==> src/rtl/control_unit.sv <==
// Main instruction decoder: maps opcode/function to every datapath control,
// registered with one-cycle latency and cleared asynchronously to a NOP.
module control_unit (
    input  logic       clk,
    input  logic       reset,
    input  logic [5:0] opcode,
    input  logic [5:0] function_val,
    output logic [1:0] reg_dst,
    output logic       reg_write,
    output logic [1:0] immediacy,
    output logic [2:0] logic_fn,
    output logic [1:0] functionals,
    output logic       data_read,
    output logic       data_write,
    output logic [1:0] reg_input_data,
    output logic [3:0] branch_type,
    output logic [1:0] counter_selector,
    output logic       illegal
);

    localparam logic [5:0] OP_RTYPE = 6'b000000;
    localparam logic [5:0] OP_LW    = 6'b100011;
    localparam logic [5:0] OP_SW    = 6'b101011;
    localparam logic [5:0] OP_ADDI  = 6'b000001;
    localparam logic [5:0] OP_BEQ   = 6'b000100;
    localparam logic [5:0] OP_BLTZ  = 6'b000110;
    localparam logic [5:0] OP_J     = 6'b000010;
    localparam logic [5:0] OP_JAL   = 6'b000011;

    localparam logic [5:0] FN_ADD   = 6'b100000;
    localparam logic [5:0] FN_COMP  = 6'b100010;
    localparam logic [5:0] FN_AND   = 6'b100100;
    localparam logic [5:0] FN_XOR   = 6'b100101;
    localparam logic [5:0] FN_SHLLV = 6'b101010;
    localparam logic [5:0] FN_SHRL  = 6'b011111;
    localparam logic [5:0] FN_SHRA  = 6'b011110;

    logic [1:0] reg_dst_d,          reg_dst_q;
    logic       reg_write_d,        reg_write_q;
    logic [1:0] immediacy_d,        immediacy_q;
    logic [2:0] logic_fn_d,         logic_fn_q;
    logic [1:0] functionals_d,      functionals_q;
    logic       data_read_d,        data_read_q;
    logic       data_write_d,       data_write_q;
    logic [1:0] reg_input_data_d,   reg_input_data_q;
    logic [3:0] branch_type_d,      branch_type_q;
    logic [1:0] counter_selector_d, counter_selector_q;
    logic       illegal_d,          illegal_q;

    // Combinational decode; unlisted fields stay at the all-zero NOP value.
    always_comb begin
        reg_dst_d          = 2'b00;
        reg_write_d        = 1'b0;
        immediacy_d        = 2'b00;
        logic_fn_d         = 3'b000;
        functionals_d      = 2'b00;
        data_read_d        = 1'b0;
        data_write_d       = 1'b0;
        reg_input_data_d   = 2'b00;
        branch_type_d      = 4'b0000;
        counter_selector_d = 2'b00;
        illegal_d          = 1'b0;
        case (opcode)
            OP_RTYPE: begin
                reg_dst_d   = 2'b01;
                reg_write_d = 1'b1;
                case (function_val)
                    FN_ADD:   logic_fn_d = 3'b000;
                    FN_COMP:  logic_fn_d = 3'b001;
                    FN_AND:   logic_fn_d = 3'b010;
                    FN_XOR:   logic_fn_d = 3'b011;
                    FN_SHLLV: begin
                        logic_fn_d    = 3'b100;
                        functionals_d = 2'b01;
                    end
                    FN_SHRL: begin
                        immediacy_d   = 2'b10;
                        logic_fn_d    = 3'b101;
                        functionals_d = 2'b01;
                    end
                    FN_SHRA: begin
                        immediacy_d   = 2'b10;
                        logic_fn_d    = 3'b110;
                        functionals_d = 2'b01;
                    end
                    default: begin
                        // Undefined function collapses back to a full NOP.
                        reg_dst_d   = 2'b00;
                        reg_write_d = 1'b0;
                        illegal_d   = 1'b1;
                    end
                endcase
            end
            OP_LW: begin
                reg_write_d      = 1'b1;
                immediacy_d      = 2'b01;
                data_read_d      = 1'b1;
                reg_input_data_d = 2'b01;
            end
            OP_SW: begin
                immediacy_d  = 2'b01;
                data_write_d = 1'b1;
            end
            OP_ADDI: begin
                reg_write_d = 1'b1;
                immediacy_d = 2'b01;
            end
            OP_BEQ, OP_BLTZ: begin
                logic_fn_d         = 3'b001;
                functionals_d      = 2'b10;
                branch_type_d      = (opcode == OP_BEQ) ? 4'b0001 : 4'b0010;
                counter_selector_d = 2'b01;
            end
            OP_J: begin
                counter_selector_d = 2'b10;
            end
            OP_JAL: begin
                reg_dst_d          = 2'b10;
                reg_write_d        = 1'b1;
                reg_input_data_d   = 2'b10;
                counter_selector_d = 2'b10;
            end
            default: begin
                illegal_d = 1'b1;
            end
        endcase
    end

    // Output registers; reset forces a NOP without waiting for a clock edge.
    always_ff @(posedge clk or posedge reset) begin
        if (reset) begin
            reg_dst_q          <= 2'b00;
            reg_write_q        <= 1'b0;
            immediacy_q        <= 2'b00;
            logic_fn_q         <= 3'b000;
            functionals_q      <= 2'b00;
            data_read_q        <= 1'b0;
            data_write_q       <= 1'b0;
            reg_input_data_q   <= 2'b00;
            branch_type_q      <= 4'b0000;
            counter_selector_q <= 2'b00;
            illegal_q          <= 1'b0;
        end else begin
            reg_dst_q          <= reg_dst_d;
            reg_write_q        <= reg_write_d;
            immediacy_q        <= immediacy_d;
            logic_fn_q         <= logic_fn_d;
            functionals_q      <= functionals_d;
            data_read_q        <= data_read_d;
            data_write_q       <= data_write_d;
            reg_input_data_q   <= reg_input_data_d;
            branch_type_q      <= branch_type_d;
            counter_selector_q <= counter_selector_d;
            illegal_q          <= illegal_d;
        end
    end

    assign reg_dst          = reg_dst_q;
    assign reg_write        = reg_write_q;
    assign immediacy        = immediacy_q;
    assign logic_fn         = logic_fn_q;
    assign functionals      = functionals_q;
    assign data_read        = data_read_q;
    assign data_write       = data_write_q;
    assign reg_input_data   = reg_input_data_q;
    assign branch_type      = branch_type_q;
    assign counter_selector = counter_selector_q;
    assign illegal          = illegal_q;

endmodule

==> config.mk <==
export PLATFORM = sky130hd
export DESIGN_NAME = control_unit
export DESIGN_NICKNAME = d
export VERILOG_FILES = /design/src/rtl/control_unit.sv
export SDC_FILE = /design/constraint.sdc
export NUM_CORES = 1
export LEC_CHECK = 0
export CORE_MARGIN = 2
export CORE_UTILIZATION = 43
export DETAILED_ROUTE_END_ITERATION = 7
export PLACE_DENSITY = 0.79
export SLEW_MARGIN = 20
export SYNTH_ARGS = -nofsm -noshare
export SYNTH_HDL_FRONTEND = slang
export SYNTH_SLANG_ARGS = --single-unit
==> constraint.sdc <==
create_clock -name clk -period 1.5 [get_ports clk]
set_clock_uncertainty 0.15 [all_clocks]
set_input_delay 0.225 -clock clk [delete_from_list [all_inputs] [get_ports clk]]
set_output_delay 0.225 -clock clk [all_outputs]
set_load 0.01 [all_outputs]
# == Yosys cells after proc, flatten, opt, wreduce, memory -nomap -nowiden ==
# Cells that the tools add are included.
# classes
n_mul,0
bitwise_logic,0
n_mux,18
reduce_logical,9
addsub,0
n_shift,0
div,0
magnitude_cmp,0
eq_ne,14
# op_table
cell,n
$eq 6x6->1 const B,7
$pmux 2 s2,5
$pmux 3 s6,1
$reduce_or 7->1,2
$eq 6x2->1 const B,2
$eq 6x3->1 const B,2
$eq 6x5->1 const B,2
$reduce_or 3->1,3
$eq 6x1->1 const B,1
$logic_not 6->1,1
$mux 1,6
$mux 2,3
$pmux 3 s2,1
$reduce_or 2->1,3
$pmux 1 s2,2
# totals
ramBits,0
word_cells,52
n_memories,0
reg_bits,21
latch_bits,0
out_inout_bits,21
rom_bits,0
inputBits,14

# == Longest topological paths before layout ==
# Gate-level depths: netlist of the first run.
# depth
word_depth,4
ltp_mapped,5
ltp_nobuf,4

# == Least setup slack after synthesis of the first run ==
# Ideal clock, no wire load.
# synth_path
path_kind,input -> register
from,input opcode[3]
to,register illegal_q (netlist: illegal)
setup_slack_ns,-0.070
arrival_time_ns,1.296
setup_ns,0.124
path_buffers,0
required_ns,1.226
path_stages,4
cell_sequence,or4_4 -> or3_4 -> a21oi_1 -> a21oi_1
# synth_via
elab_chain_cells,3
elab_cells_between_ends,10
cone_classes,eq/ne: 7; mux: 1; reduce/logical: 2
# synth_rtl
element,line,text
"start, declared",6,"input logic [5:0] opcode,"
"$eq 6x3->1, or another cell as far along",63,case (opcode)
$reduce_or 7->1 (no source line),--,
$pmux 1 s2 *,63,
named net illegal_d,48,"logic illegal_d, illegal_q;"
"end signal, assigned",154,illegal_q <= illegal_d;
"end, declared",48,
# Mark *: on every way through the listed nets, which the timed path passes. The rest lies on a longest branch.

# == Worst setup path in the final report of the first run ==
# layout_path
from,input function_val[0]
to,register reg_write_q (netlist: reg_write)
# layout_via
elab_chain_cells,4
elab_cells_between_ends,10
cone_classes,eq/ne: 7; mux: 2; reduce/logical: 1
# layout_rtl
element,line,text
"start, declared",7,"input logic [5:0] function_val,"
$eq 6x5->1 / $eq 6x6->1 (equally long branches),67,case (function_val)
$reduce_or 7->1 (no source line) *,--,
$mux 1 *,67,
$pmux 1 s2 *,63,
named net reg_write_d,39,"logic reg_write_d, reg_write_q;"
"end signal, assigned",145,reg_write_q <= reg_write_d;
"end, declared",39,
# Marked as above.

==> results.yml, run 1 <==
routing:
  wl_per_cell_microns: 11.6
  dr.pass1.iters: 5
  routed_via_density: 4.75
  wl_microns: 1780
  vias: 732
  drc: 0
  detail-route-antenna-nets: 0
  drtIter0Drc: 23
yosys:
  synth_top_area_share: 0.576
  yosysMostFrequentCell: "dfrtp_1"
  avgSynthCellArea_sq_um: 10.0
  netlist_area_sq_um: 782
  synth_cell_type_count: 27
  synth_seq_cells: 18
  synthFlopType: "dfrtp_1"
  synth_commonest_cells: "dfrtp_1 (18), nor2_1 (14), inv_1 (6)"
  synth_area_leader_cell: "dfrtp_1"
  ys_async_sr_fraction: 1.00
  yosys_warnings: 0
  ys_seq_area_frac: 0.576
  yosys-top-cells-area: "dfrtp_1 (58%), nor2_1 (6.7%), a21oi_1 (3.2%), buf_4 (2.9%), inv_1 (2.9%)"
  synthesis.instances: 78
  synth_edf_count: 0
cells_and_area:
  fin_util: 0.742
  instances_no_fill: 154
  nNetsFinal: 144
  n_antenna_cell: 0
  final_layout_size_suffix_gt1_frac: 0.256
  design_area_sq_um: 1280
  area.growth.synth_to_final_pct: 63.8
clock_network:
  root_buffer: "clkbuf_4"
  cts_hold_buffers: 0
  clock-sinks: 18
  clk_pin_slew_ns: 0.10
  htreeDepth: 1
  cts_buffer_depth: 2
  numCtsBuffers: 3
  cts_tree: "done"
status:
  outcome: "complete, no violations"
floorplanning:
  die_area_sq_um: 2180
  pin_count: 35
  die_w_microns: 46.6
  initial_utilization: 0.453
  rows: 15
  core_area_sq_um: 1730
  die_h_microns: 46.6
timing:
  min_period_ns: 1.48
  fin_crit_sh: 0.987
  setup_violations: 0
  max_freq_mhz: 675
  hold_viol: 0
  grt_setup_unrepaired: "true"
  setup_tns_ns: 0
  setup_slack_ns: 0.0194
  drv_slew: 0
placement:
  dpl_cell_area_sq_um: 1250
  dp.cells: 150
  port_buffers: 32
  gp_congestion: 0.870
  post-place-ws_ns: -0.531
  dpl.hpwl_microns: 1330
worst_hold_path:
  min_path_type: "input pin to asynchronous set/reset pin"
global_routing:
  antenna_found_initial: 0
  track_usage: 0.176
  grt.overflow.total: 0
  grt_max_degree: 19
  grt_pass1_wl_microns: 2700
  grt_pass1_vias: 641
setup_path:
  endpoint_kind: "register"
  path_max_fanout: 3
  critPathLaunchType: "input pin"
  critical_path_class: "input pin to register"
  arrival_ns: 1.56
  required_ns: 1.58
pwr:
  leakagePower_nw: 0.696
  cellPowerDensity_nw_per_um2: 718
  ir_worst_vdd_v: 0.000404
run:
  drv_cap: 0
==> worst max-delay path: stages <==
cell and delay [ns]:
dlygate4sd2_1 0.24, or4b_4 0.55, a21o_1 0.22, a21oi_2 0.13, o2111a_1 0.19
==> through the flow <==
step / hold slack [ns] / power, W
final: 0.0820 / 0.000919
after global routing: 0.102 / 0.000957
after CTS: 0.0871 / 0.000920
after detailed placement: 0.401 / 0.000651
after global placement: 0.397 / 0.000648
after floorplan: 0.0136 / 0.000554
==> cell usage in the layout (no fill, tap or decap), types with 2 or more instances in the layout <==
| cell type | n |
|---|---|
| clkbuf_4 | 3 |
| dfrtp_1 | 18 |
| nand2b_1 | 2 |
| conb_1 | 2 |
| inv_1 | 6 |
| nand2_1 | 5 |
| o21ai_1 | 2 |
| nor3_1 | 2 |
| buf_2 | 2 |
| dlygate4sd2_1 | 24 |
| a211oi_2 | 2 |
| nor2_1 | 14 |
| a21oi_1 | 3 |
| buf_4 | 19 |
| clkdlybuf4s50_1 | 5 |
==> worst paths after layout <==
kind / cells past startpoint / to / slack [ns] / from
max: 5 / reg_write$_DFF_PP0_ / 0.02 / function_val[0]
min: 3 / branch_type[0]$_DFF_PP0_ / 0.08 / reset
max in group asynchronous: 3 / logic_fn[1]$_DFF_PP0_ / 0.93 / reset
min in group clk: 4 / reg_dst[1]$_DFF_PP0_ / 0.17 / opcode[2]
==> layout make-up <==
class	count	area [sq um]
timing repair buffer	51	423
clock buffer	4	36.3
multi-input combinational	50	318
sequential	18	450
fill	131	445
inverter	6	22.5
tap	25	31.3
==> flip-flops by register name (all words and copies together), names as in the netlist <==
register	flops
branch_type	2
counter_selector	2
data_write	1
functionals	2
illegal	1
immediacy	2
logic_fn	3
reg_dst	2
reg_input_data	2
reg_write	1
==> layer usage <==
layer,wire (microns),vias to the layer above,track usage
met2,907,25,0.314
met1,774,339,0.221
met5,0,-,0
met3,78,2,0.0118
li1,-,366,-
met4,19,0,0.0667
==> timing repair <==
| item | in CTS | in global routing |
|---|---|---|
| buffers inserted | 0 | 0 |
| setup endpoints to repair | 27 | 2 |
| pin swaps | 7 | 1 |
| gates resized for setup | 40 | 2 |
| hold endpoints to repair | 0 | 0 |
==> cells by family after synthesis <==
| logic type | count (synthesis) | synth area share |
|---|---|---|
| simple gates | 34 | 0.237 |
| flops | 18 | 0.576 |
| compound gates | 14 | 0.115 |
| buf+inv | 11 | 0.0672 |
| other cells | 1 | 0.00480 |
==> report_power, final <==
group          switching (W)  internal [W]  leakage, nW
registers         0.00000127      0.000491        0.246
logic              0.0000707     0.0000735        0.429
clock network       0.000136      0.000148       0.0210
Note: power is estimated with default switching activity, not from simulation.
==> run 2, diff against run 1 <==
--- a/config.mk
+++ b/config.mk
@@ -5,8 +5,10 @@
 export SDC_FILE = /design/constraint.sdc
 export NUM_CORES = 1
 export LEC_CHECK = 0
+export ABC_CLOCK_PERIOD_IN_PS = 1920
 export CORE_MARGIN = 2
 export CORE_UTILIZATION = 43
+export CTS_CLUSTER_SIZE = 20
 export DETAILED_ROUTE_END_ITERATION = 7
 export PLACE_DENSITY = 0.79
 export SLEW_MARGIN = 20
==> constraint.sdc (replaced) <==
create_clock -name clk -period 1.92 [get_ports clk]
set_clock_uncertainty 0.15 [all_clocks]
set_input_delay 0.288 -clock clk [delete_from_list [all_inputs] [get_ports clk]]
set_output_delay 0.288 -clock clk [all_outputs]
set_load 0.01 [all_outputs]
==> run 2 against run 1 <==
  * Via count shrank 3.4%
  * Hold slack gained 0.14 ns
  * Critical path depth unchanged
  * Count of clock-buffer cells in the layout unchanged
  * Largest cell class unchanged
  * Highest routed layer unchanged
==> results.yml, run 2 (synthesis gave the netlist of run 1 again) <==
setup_path:
  crit_chain: "clkdlybuf4s50_1, or4_4, or3_4, a21oi_1, a21oi_1"
  arrival_ns: 1.84
  endpoint_kind: "register"
  crit_slowest_cell: "or4_4"
  path_max_fanout: 4
  crit_path_max_incr_delay_ns: 0.54
  critical_path_buf_inv_count: 1
  required_ns: 1.96
  cp_top_family: "simple AND/OR/NAND/NOR gates"
  critical_path_class: "input pin to register"
  critPathMostFrequentCell: "a21oi_1"
  critPathLaunchType: "input pin"
global_routing:
  track_usage: 0.166
  grt.overflow.total: 0
  grt_pass1_wl_microns: 2480
  grt_max_degree: 19
  grt_pass1_vias: 598
  antenna_found_initial: 0
timing:
  tightestPinTransition_ns: 0.627
  grt_setup_unrepaired: "false"
  setup_violations: 0
  relSlewSlack: 0.581
  fin_crit_sh: 0.940
  drv_slew: 0
  min_period_ns: 1.81
  max_freq_mhz: 554
  hold_viol: 0
pwr:
  cellPowerDensity_nw_per_um2: 575
  ir_worst_vdd_v: 0.000252
  leakagePower_nw: 0.583
  p_total_w: 0.000723
clock_network:
  cts_buffer_depth: 2
  clk_pin_slew_ns: 0.10
  cts_tree: "done"
  post_cts_resized: 0
  root_buffer: "clkbuf_4"
  clock-sinks: 18
  numCtsBuffers: 3
  post_cts_buffers: 0
  cts_hold_buffers: 0
  htreeDepth: 1
worst_hold_path:
  min_path_type: "input pin to asynchronous set/reset pin"
routing:
  wl_microns: 1690
  drtIter0Drc: 11
  dr.pass1.iters: 4
  drc: 0
  routed_via_density: 4.71
  vias: 707
  detail-route-antenna-nets: 0
  wl_per_cell_microns: 11.2
cells_and_area:
  fillerInstances: 148
  layout_commonest_cell: "clkdlybuf4s50_1"
  area.growth.synth_to_final_pct: 60.6
  multi_input_area_sq_um: 283
  layout_common_cells: "clkdlybuf4s50_1 (32), dfrtp_1 (18), buf_4 (15)"
  n_antenna_cell: 0
  instances_no_fill: 150
  regArea_sq_um: 450
  nNetsFinal: 140
  largest_reg_flops: 3
  final_layout_size_suffix_gt1_frac: 0.168
run:
  drv_cap: 0
floorplanning:
  die_h_microns: 46.6
  rows: 15
  pin_count: 35
  initial_utilization: 0.453
  core_area_sq_um: 1730
  die_w_microns: 46.6
  die_area_sq_um: 2180
status:
  outcome: "complete, no violations"
placement:
  port_buffers: 32
  dpl.hpwl_microns: 1370
  gp_congestion: 0.842
  dp.cells: 146
-- run 2: worst max path at each step --
| stage | to | from | cells past startpoint |
|---|---|---|---|
| after floorplan | illegal$_DFF_PP0_ | opcode[3] | 4 |
| after global placement | illegal$_DFF_PP0_ | opcode[3] | 5 |
| after detailed placement | illegal$_DFF_PP0_ | opcode[3] | 5 |
| after CTS | illegal$_DFF_PP0_ | opcode[3] | 5 |
| after global routing | illegal$_DFF_PP0_ | opcode[3] | 5 |
| final | illegal$_DFF_PP0_ | opcode[3] | 5 |
-- run 2: where the power goes --
part / internal (W) / leakage [nW] / switching [W]
sequential: 0.000383 / 0.246 / 0.00000114
clock: 0.000116 / 0.0210 / 0.000112
combinational: 0.0000613 / 0.316 / 0.0000498
-- run 2: per-stage QoR --
step	setup WS [ns]	instance area, sq um	TNS [ns]	hold WS (ns)	utilization
CTS	0.117	1260	0	0.232	0.728
detailed placement	-0.192	1220	-1.04	0.547	0.707
finish	0.115	1260	0	0.218	0.728
global placement	-0.168	1220	-0.942	0.541	0.707
global route	0.0513	1260	0	0.322	0.728
floorplan	0.287	786	0	0.0766	-
-- run 2: per-layer routing --
layer	GRT usage	vias up	share of wire
met4	0.100	0	0.012
met3	0.0118	2	0.038
met5	0	-	0
li1	-	358	-
met2	0.275	24	0.51
met1	0.209	323	0.44
-- run 2: final cells by class --
class                           count  area share
Sequential cell                    18       0.359
Timing Repair Buffer               47       0.345
Multi-Input combinational cell     50       0.225
Clock buffer                        4      0.0289
Tap cell                           25      0.0249
Inverter                            6      0.0179
==> run 3, diff against run 2 <==
--- a/config.mk
+++ b/config.mk
@@ -7,10 +7,10 @@
 export LEC_CHECK = 0
 export ABC_CLOCK_PERIOD_IN_PS = 1920
 export CORE_MARGIN = 2
-export CORE_UTILIZATION = 43
+export CORE_UTILIZATION = 35
 export CTS_CLUSTER_SIZE = 20
 export DETAILED_ROUTE_END_ITERATION = 7
-export PLACE_DENSITY = 0.79
+export PLACE_DENSITY = 0.66
 export SLEW_MARGIN = 20
 export SYNTH_ARGS = -nofsm -noshare
 export SYNTH_HDL_FRONTEND = slang
==> run 3 against run 2 <==
  * Largest cell class unchanged
  * Critical endpoint unchanged
  * Final area is 0.60% higher
  * Via count is 1.8% lower
  * Count of clock-buffer cells in the layout stayed put
  * Total power is 2.2% lower
==> results.yml, run 3 (synthesis gave the netlist of run 1 again) <==
cells_and_area:
  regArea_sq_um: 450
  layout_common_cells: "clkdlybuf4s50_1 (32), dfrtp_1 (18), buf_4 (15)"
  largest_reg_flops: 3
  final_layout_size_suffix_gt1_frac: 0.176
  area.growth.synth_to_final_pct: 61.6
  multi_input_area_sq_um: 287
  nNetsFinal: 140
  instances_no_fill: 153
  fillerInstances: 198
  design_area_sq_um: 1260
  n_antenna_cell: 0
  layout_commonest_cell: "clkdlybuf4s50_1"
  fin_util: 0.582
status:
  outcome: "complete, no violations"
routing:
  drc: 0
  dr.pass1.iters: 4
  drtIter0Drc: 10
  wl_microns: 1480
  wl_per_cell_microns: 9.69
  detail-route-antenna-nets: 0
  vias: 694
  routed_via_density: 4.54
timing:
  min_period_ns: 1.83
  drv_slew: 0
  grt_setup_unrepaired: "false"
  fin_crit_sh: 0.951
  relSlewSlack: 0.588
  hold_viol: 0
  setup_tns_ns: 0
  setup_violations: 0
  max_freq_mhz: 548
  tightestPinTransition_ns: 0.618
clock_network:
  cts_hold_buffers: 0
  clock-sinks: 18
  cts_tree: "done"
  clk_pin_slew_ns: 0.09
  numCtsBuffers: 3
  cts_buffer_depth: 2
  htreeDepth: 1
  root_buffer: "clkbuf_4"
global_routing:
  track_usage: 0.130
  grt_pass1_wl_microns: 2550
  grt_max_degree: 19
  grt_pass1_vias: 603
  antenna_found_initial: 0
  grt.overflow.total: 0
setup_path:
  critical_path_class: "input pin to register"
  cp_top_family: "simple AND/OR/NAND/NOR gates"
  crit_path_max_incr_delay_ns: 0.54
  crit_slowest_cell: "or4_4"
  crit_chain: "clkdlybuf4s50_1, or4_4, or3_4, a21oi_2, a21oi_1"
  critPathLaunchType: "input pin"
  required_ns: 1.93
  endpoint_kind: "register"
  path_max_fanout: 4
  arrival_ns: 1.84
  critical_path_buf_inv_count: 1
placement:
  port_buffers: 32
  gp_congestion: 0.753
  dp.cells: 149
  dpl.hpwl_microns: 1240
  dpl_cell_area_sq_um: 1220
pwr:
  p_comb_frac: 0.155
  swShare: 0.208
  clock_power_share: 0.301
  p_sw_w: 0.000147
  p_int_w: 0.000560
  pwr-share-seq: 0.544
  cellPowerDensity_nw_per_um2: 559
  ir_worst_vdd_v: 0.000269
  p_total_w: 0.000707
  leakagePower_nw: 0.583
worst_hold_path:
  min_path_type: "input pin to asynchronous set/reset pin"
floorplanning:
  rows: 17
  die_w_microns: 51.3
  die_h_microns: 51.3
  initial_utilization: 0.360
  die_area_sq_um: 2630
  core_area_sq_um: 2170
  pin_count: 35
run:
  drv_cap: 0
[run 3: changes by cell type in the layout (fill, tap and decap cells not counted)]
cell | before | now
a21oi_1 | 5 | 4
a21oi_2 | 0 | 1
[run 3: per-stage QoR]
stage / setup slack (ns) / hold slack (ns)
after floorplan: 0.287 / 0.0766
after global routing: 0.0409 / 0.313
after global placement: -0.180 / 0.544
after CTS: 0.0309 / 0.249
after detailed placement: -0.259 / 0.554
final: 0.0944 / 0.230
[run 3: area by class of cell]
class | count | area share
Sequential cell | 18 | 0.356
Timing Repair Buffer | 47 | 0.343
Multi-Input combinational cell | 50 | 0.227
Clock buffer | 4 | 0.0287
Tap cell | 28 | 0.0277
Inverter | 6 | 0.0178
[run 3: power groups by stage]
stage	clock network [W]	logic, W	registers (W)
2_1_floorplan	0	0.0000383	0.000395
3_3_place_gp	0	0.000109	0.000392
3_5_place_dp	0	0.000110	0.000392
4_1_cts	0.000220	0.000110	0.000384
5_1_grt	0.000239	0.000121	0.000385
6_report	0.000213	0.000110	0.000384
[run 3: path summary, 6_finish.rpt]
path / from / to / slack (ns) / cells past startpoint
max: opcode[3] / illegal$_DFF_PP0_ / 0.09 / 5
min: reset / immediacy[1]$_DFF_PP0_ / 0.23 / 2
max in group asynchronous: reset / reg_input_data[0]$_DFF_PP0_ / 0.99 / 2
min in group clk: opcode[0] / logic_fn[2]$_DFF_PP0_ / 0.55 / 3
[run 3: timing repair]
action | in CTS | in global routing
buffers inserted | 0 | 0
resized for setup | 0 | 1
setup endpoints to repair | 0 | 1
[run 3: layer usage]
metal | wire [microns] | GRT usage | vias to the layer above
met5 | 0 | 0 | -
met4 | 27 | 0.0789 | 0
met3 | 60 | 0.00877 | 2
met2 | 688 | 0.201 | 18
met1 | 705 | 0.179 | 319
li1 | - | - | 355
